$ cat config.mk
export PLATFORM = sky130hd
export DESIGN_NAME = demux1x8_buffered
export DESIGN_NICKNAME = d
export VERILOG_FILES = /design/src/rtl/demux1x8_buffered.sv
export SDC_FILE = /design/constraint.sdc
export NUM_CORES = 1
export LEC_CHECK = 0
export BUFFER_PORTS_ARGS = -buffer_cell sky130_fd_sc_hd__buf_2
export CAP_MARGIN = 0
export CORE_UTILIZATION = 30
export DETAILED_ROUTE_END_ITERATION = 6
export PLACE_DENSITY_LB_ADDON = 0.1
export RECOVER_POWER = 100
export SYNTH_ARGS = -nofsm -noshare
export SYNTH_HDL_FRONTEND = slang
export SYNTH_SLANG_ARGS = --single-unit
$ cat constraint.sdc
create_clock -name clk -period 3.6 [get_ports clk]
set_input_delay 0 -clock clk [delete_from_list [all_inputs] [get_ports clk]]
set_output_delay 0 -clock clk [all_outputs]
set_load 0.03 [all_outputs]
$ cat src/rtl/demux1x8_buffered.sv
// 1-to-8 demultiplexer with a one-entry valid/ready holding register per channel.
// Broadcast mode loads every channel with the same word in a single accept.
module demux1x8_buffered #(
    parameter int N = 4
) (
    input  logic           clk,
    input  logic           rst,
    input  logic [N-1:0]   in_data,
    input  logic [2:0]     in_sel,
    input  logic           in_bcast,
    input  logic           in_valid,
    output logic           in_ready,
    output logic [8*N-1:0] out_data,
    output logic [7:0]     out_valid,
    input  logic [7:0]     out_ready,
    output logic [15:0]    word_count
);

    logic [7:0] free_p0;
    logic [7:0] load_p0;
    logic       accept_p0;

    // p0: a channel is free when empty or draining this cycle, so it can refill back-to-back
    always_comb begin
        free_p0   = ~out_valid | out_ready;
        in_ready  = 1'b0;
        if (!rst) begin
            in_ready = in_bcast ? (&free_p0) : free_p0[in_sel];
        end
        accept_p0 = in_valid & in_ready;
        load_p0   = 8'h00;
        if (accept_p0) begin
            load_p0 = in_bcast ? 8'hFF : (8'h01 << in_sel);
        end
    end

    // p1: holding registers; a reload takes priority over a drain on the same edge
    always_ff @(posedge clk or posedge rst) begin
        if (rst) begin
            out_data   <= '0;
            out_valid  <= 8'h00;
            word_count <= 16'h0000;
        end else begin
            for (int k = 0; k < 8; k++) begin
                if (load_p0[k]) begin
                    out_data[k*N +: N] <= in_data;
                    out_valid[k]       <= 1'b1;
                end else if (out_ready[k]) begin
                    out_valid[k]       <= 1'b0;
                end
            end
            if (accept_p0) begin
                word_count <= word_count + 16'd1;
            end
        end
    end

endmodule
==> flow_summary.yaml, run 1 <==
global_route:
  grtUsageTotal_pct: 14.0
  grt_pass1_wl_um: 9200
  grt_overflow: 0
  grt_max_degree: 57
  antenna_found_initial: 0
  grt_pass1_vias: 1797
worst_setup_path:
  reg2reg_slack_ns: 0.88
  cp_data_required_time_ns: 3.81
  crit_start: "out_valid[0]"
  startpoint_type: "flip-flop"
  arrival_ns: 2.93
  rr_worst_depth: 6
  crit_path_max_fanout: 17
  endpoint: "word_count[1]"
  reg2reg_to: "word_count[1]"
  path_class: "reg2reg"
  rr_startpoint: "out_valid[0]"
  worst_setup_path_end_kind: "flip-flop"
floorplan:
  fp-row-count: 32
  die_height_um: 92.5
  io_pins: 76
  coreArea_um2: 7810
  die_area_um2: 8550
  die_w_um: 92.5
  start_util_pct: 31.4
routing:
  drc: 0
  via_count: 1748
  vias_per_cell: 4.60
  postRouteAntennaNets: 0
  routedWlPerCell_um: 15.3
  wirelength_um: 5810
  drtIter0Drc: 27
  first_pass_iters: 5
place:
  hpwlAfterDp_um: 4110
  place_area_um2: 2940
  gp_congestion: 0.813
  port_buffers: 75
timing:
  rsz0062_at_grt: "false"
  period_minus_slack_ns: 2.72
  finalCritPeriodShare_pct: 75.7
  fmax_mhz: 367
  fin_setup_tns_ns: 0
  drv_slew: 0
  setup_viol: 0
  hold_violations: 0
  finClkSkew_ns: 0.00788
  worst_pin_slew_ns: 1.42
  slew_headroom_pct: 5.55
finish:
  layout_commonest_cell: "clkbuf_1"
  synthToLayoutAreaGrowth_pct: 19.0
  regArea_um2: 1400
  n_fill_cell: 838
  mostFrequentLayoutCells: "59 x clkbuf_1, 56 x dfrtp_1, 31 x mux2_2, 17 x buf_2, 15 x nor2_1"
  multi_input_area_um2: 965
  design_area_um2: 2920
  nNetsFinal: 297
  drive_above_1_share_pct: 21.6
  antenna_cells: 0
logic_synthesis:
  synth_top_area_cell: "dfrtp_1"
  ys_top_cells_by_area: "dfrtp_1 57%, mux2_2 13%, xor2_1 4.6%"
  ys_seq_area_share_pct: 57.1
  post_synth.cell_area_avg_um2: 12.3
  synth_cell_types: 35
  yosys_register_bits: 56
  syn_area_um2: 2450
  yosysWarnings: 0
  synth_top_area_share_pct: 57.1
  synth_nets: 219
  syn_inst: 199
clock_network:
  cts_tree: "built"
  cts_hold_buf: 1
  cts_buffers: 5
  clk_latency_ns: 0.31
  cts.sinks: 56
  htree_num_levels: 2
  postCtsSetupBuffers: 0
  cts_resized: 0
  clk_pin_slew_worst_paths_ns: 0.11
  cts_max_path_buffers: 2
  clockRootBuffer: "clkbuf_8"
worst_hold_path:
  hp-class: "in2reg"
power:
  power_leakage_uw: 0.00128
  total_power_uw: 2020
  ir_drop_mv: 0.354
  power_density_nw_per_um2: 690
status:
  status: "finished, final reports clean"
job:
  drv_cap: 0
-- metal layers --
metal  wire, µm  GRT usage, %  vias up
met4        101          5.08        0
met1       2790          18.9      842
met2       2560          21.2       51
met3        359          4.11       10
li1           -             -      845
met5          0             0        -
-- worst max-delay path: stages (launching register included) --
cell	delay, ns
dfrtp_1	0.37
or4b_2	0.58
o31ai_1	0.09
o32a_1	0.21
a21bo_1	0.34
clkbuf_1	0.63
mux2_2	0.41
-- cell usage after synthesis --
| library cell | count |
|---|---|
| o211ai_1 | 1 |
| nor4_2 | 1 |
| and3_1 | 5 |
| or2_1 | 1 |
| ha_1 | 1 |
| or3_1 | 2 |
| mux2_4 | 4 |
| clkbuf_1 | 2 |
| xor2_1 | 13 |
| nand2b_1 | 9 |
| nand3_1 | 9 |
| xnor2_1 | 2 |
| nor3_1 | 6 |
| dfrtp_1 | 56 |
| a31oi_1 | 4 |
| or4b_2 | 1 |
| nand4b_1 | 1 |
| a21bo_2 | 1 |
| o32a_1 | 1 |
| nand4_1 | 1 |
| o22ai_1 | 1 |
| inv_1 | 3 |
| buf_4 | 1 |
| mux2_2 | 29 |
| nor2_2 | 7 |
| nand2_1 | 8 |
| or3b_2 | 1 |
| a21oi_1 | 5 |
| buf_2 | 4 |
| nor2_1 | 8 |
| inv_2 | 1 |
| nor3b_1 | 1 |
| o31ai_1 | 1 |
| nand3b_1 | 1 |
| o21ai_0 | 7 |
-- flip-flops by register name, summed over array words and instances (netlist names) --
register,count
out_data,32
out_valid,8
word_count,16
-- cell type report --
cell class	instances	share of cell area (%)
clock inverters	3	0.771
repair buffers	78	11.0
multi-input cells	132	33.0
clock buffers	5	2.36
flip-flops and latches	56	48.0
well taps	102	4.37
inverters	4	0.514
-- where the power goes --
group / switching [µW] / internal (µW)
sequential: 112 / 796
clock: 217 / 140
combinational: 539 / 212
total: 868 / 1150
-- logic make-up (layout without fill, tap and decap cells) --
| family | after synthesis | after routing | share of synthesized area [%] |
|---|---|---|---|
| DFF | 56 | 56 | 57.1 |
| xor gates and xnor gates | 15 | 15 | 5.35 |
| buffers and inverters | 11 | 90 | 2.04 |
| AOI/OAI and AO/OA | 21 | 21 | 5.15 |
| and+or+nand+nor | 62 | 62 | 14.1 |
| muxes | 33 | 33 | 15.7 |
| adders and majority gates | 1 | 1 | 0.510 |
-- worst min-delay path by stage --
stage                 startpoint            to  slack (ns)  cells after the start
floorplan             in_data[0]  out_data[28]        0.15                      1
global placement             rst  out_valid[5]        0.31                      3
detailed placement           rst  out_valid[5]        0.29                      3
CTS                 out_ready[3]  out_valid[3]       0.004                      3
global route        out_ready[7]  out_valid[7]        0.02                      3
finish              out_ready[3]  out_valid[3]       0.002                      3
-- stage by stage --
stage          instances  worst slack [ns]  utilization (%)  hold slack, ns
2_1_floorplan        199             0.873                -           0.149
3_3_place_gp         371              1.31             37.6           0.306
3_5_place_dp         371              1.28             37.6           0.290
4_1_cts              380              1.27             38.9         0.00359
5_1_grt              380             0.686             37.4          0.0201
6_report             380             0.875             37.4         0.00226
Power figures use the tool's default switching activity.
==> run 2, diff against run 1 <==
--- a/config.mk
+++ b/config.mk
@@ -5,6 +5,7 @@
 export SDC_FILE = /design/constraint.sdc
 export NUM_CORES = 1
 export LEC_CHECK = 0
+export ABC_AREA = 1
 export BUFFER_PORTS_ARGS = -buffer_cell sky130_fd_sc_hd__buf_2
 export CAP_MARGIN = 0
 export CORE_UTILIZATION = 30
==> constraint.sdc (replaced) <==
create_clock -name clk -period 2.4 [get_ports clk]
set_input_delay 0 -clock clk [delete_from_list [all_inputs] [get_ports clk]]
set_output_delay 0 -clock clk [all_outputs]
set_load 0.03 [all_outputs]
==> run 2 against run 1 <==
  * Combinational power up 73%
  * Power increased by 65%
  * Sequential power grew 55%
  * First-iteration DRC count rose to 4.5 times the previous value
  * Cell count grew 40%
  * Hold slack about the same
  * Largest cell class unchanged
==> flow_summary.yaml, run 2 <==
status:
  status: "finished, final reports clean"
timing:
  rsz0062_at_grt: "false"
  fin_setup_tns_ns: 0
  drv_slew: 0
  finalCritPeriodShare_pct: 80.1
  setup_viol: 0
  slew_headroom_pct: 20.0
  worst_pin_slew_ns: 1.20
  setup_ws_ns: 0.477
  finClkSkew_ns: 0.0174
  hold_violations: 0
  fmax_mhz: 520
  period_minus_slack_ns: 1.92
power:
  total_power_uw: 3330
  ir_drop_mv: 0.397
  power_density_nw_per_um2: 1010
  power_leakage_uw: 0.00168
logic_synthesis:
  synth-main-ff-cell: "dfrtp_1"
  yosys.area_share.simple_pct: 32.2
  yosysWarnings: 0
  yosys_register_bits: 56
  synth_top_area_share_pct: 50.1
  syn_area_um2: 2800
  ys_seq_area_share_pct: 50.1
  syn_inst: 342
  synth_top_family_by_area: "simple AND/OR/NAND/NOR gates"
  synth_nets: 362
  ys_top_cells_by_area: "dfrtp_1 50%, nand2_1 20%, inv_1 4.8%"
  synthTopCellsByCount: "151 x nand2_1, 56 x dfrtp_1, 36 x inv_1"
  post_synth.cell_area_avg_um2: 8.18
  synth_top_area_cell: "dfrtp_1"
  synth_edf_count: 0
  async_flop_share_pct: 100
  synthAdderAreaFrac_pct: 0.447
  yosys-mux-area-fraction_pct: 0
  synth_compound_area_share_pct: 4.92
  synth_xor_area_share_pct: 4.96
  synth_cell_types: 22
  synth_most_common_cell: "nand2_1"
finish:
  nNetsFinal: 444
  layout.cells.non_filler: 533
  multi_input_area_um2: 1120
  drive_above_1_share_pct: 7.53
  layout_commonest_cell: "nand2_1"
  finalCoreUtilization_pct: 37.1
  antenna_cells: 0
  top_regs: "out_data x32, word_count x16, out_valid x8"
  regMostFlops: "out_data"
  mostFrequentLayoutCells: "151 x nand2_1, 59 x clkbuf_1, 56 x dfrtp_1, 36 x inv_1, 21 x nor2_1"
  synthToLayoutAreaGrowth_pct: 17.8
  regArea_um2: 1400
  largest_reg_flops: 32
  n_fill_cell: 976
floorplan:
  fp-row-count: 34
  die_w_um: 98.6
  die_area_um2: 9720
  coreArea_um2: 8890
  start_util_pct: 31.5
  io_pins: 76
  die_height_um: 98.6
clock_network:
  cts_max_path_buffers: 2
  clk_pin_slew_worst_paths_ns: 0.09
  cts.sinks: 56
  postCtsSetupBuffers: 0
  cts_buffers: 5
  clockRootBuffer: "clkbuf_8"
  clk_latency_ns: 0.31
  htree_num_levels: 2
  cts_tree: "built"
global_route:
  grtUsageTotal_pct: 15.6
  grt_max_degree: 30
  grt_pass1_wl_um: 11800
  antenna_found_initial: 0
  grt_overflow: 0
  grt_pass1_vias: 2321
job:
  drv_cap: 0
routing:
  via_count: 2382
  wirelength_um: 7170
  routedWlPerCell_um: 13.5
  first_pass_iters: 4
  drtIter0Drc: 121
  vias_per_cell: 4.47
  drc: 0
  postRouteAntennaNets: 0
worst_setup_path:
  slowest_stage: "dfrtp_1"
  rr_worst_depth: 10
  rr_startpoint: "out_valid[5]"
  arrival_ns: 1.92
  cp_data_required_time_ns: 2.40
  path_class: "reg2out"
  reg2reg_to: "out_data[11]"
  worst_setup_path_end_kind: "output pin"
  cpMostUsedCell: "nand2_1"
  path_cells: "nand2_1 > nand2_1 > nor2_1 > nand2_1 > a21oi_4 > nand2_1 > inv_1 > clkbuf_1"
  reg2reg_slack_ns: 0.48
  crit_path_max_fanout: 10
  startpoint_type: "flip-flop"
  max_stage_delay_ns: 0.39
place:
  dp_slack_ns: 0.480
  gp_congestion: 0.785
  place_inst: 518
  hpwlAfterDp_um: 5270
  port_buffers: 75
worst_hold_path:
  hp-class: "in2reg"
  worstHoldPathCells: 4
  worstHoldStart: "out_ready[5]"
  holdPathEnd: "out_valid[5]"
==> run 2: changes by cell type after synthesis, moves of 7 or more <==
| cell | change |
|---|---|
| nor2_4 | +8 |
| nor2_2 | -7 |
| mux2_2 | -29 |
| o21ai_0 | +8 |
| nand4_1 | +8 |
| nand2b_1 | -9 |
| inv_1 | +33 |
| nand2_1 | +143 |
==> run 2: layout make-up <==
type                            instances  share of cell area, %
Clock buffer                            6                   2.20
Sequential cell                        56                   42.5
Inverter                               36                   4.10
Timing Repair Buffer                   84                   12.1
Tap cell                              108                   4.10
Clock inverter                          2                   1.06
Multi-Input combinational cell        241                   33.9
==> run 2: cells by family after synthesis <==
| family | Yosys count |
|---|---|
| compound gates | 23 |
| fa+ha+maj | 1 |
| buf+inv | 45 |
| simple gates | 202 |
| xor+xnor | 15 |
| flops | 56 |
==> run 2: layer usage <==
metal,vias to the layer above,global-route usage (%),wire [µm]
li1,1218,-,-
met1,1112,21.4,3520
met2,47,25.4,3360
met3,5,3.19,231
met4,0,4.13,59
met5,-,0,0
==> run 2: worst max-delay path, delay by kind of cell, from the launching register on <==
kind                   cells  cell delay (ns)
AOI/OAI and AO/OA          1             0.32
buffers and inverters      2             0.37
DFF                        1             0.39
and+or+nand+nor            5             0.56
==> run 2: per-stage QoR <==
step | hold slack [ns] | cell area, µm²
2_1_floorplan | 0.166 | 2800
3_5_place_dp | 0.186 | 3270
6_report | 0.00255 | 3300
5_1_grt | 0.0128 | 3300
3_3_place_gp | 0.187 | 3270
4_1_cts | 0.00416 | 3440
==> run 2: how the worst max path moves through the flow <==
stage               depth (start not counted)        endpoint  slack, ns          from
floorplan                                   9   word_count[0]       0.66  out_valid[5]
global placement                            8   word_count[4]       0.53  out_valid[5]
detailed placement                          8   word_count[4]       0.48  out_valid[5]
CTS                                         8  word_count[10]       0.48  out_valid[5]
global route                                8  word_count[10]       0.29  out_valid[5]
finish                                      8        in_ready       0.48  out_valid[5]
==> run 2: repair_timing <==
item / 4_1_cts / 5_1_grt
hold buffers: 7 / 0
resized for setup: 0 / 0
endpoints found under the setup margin: 0 / 0
hold endpoints to repair: 34 / 0
==> run 2: power breakdown <==
group / switching (µW) / total (µW) / internal [µW]
Clock: 311 / 622 / 311
Sequential: 208 / 1410 / 1210
Combinational: 977 / 1300 / 321
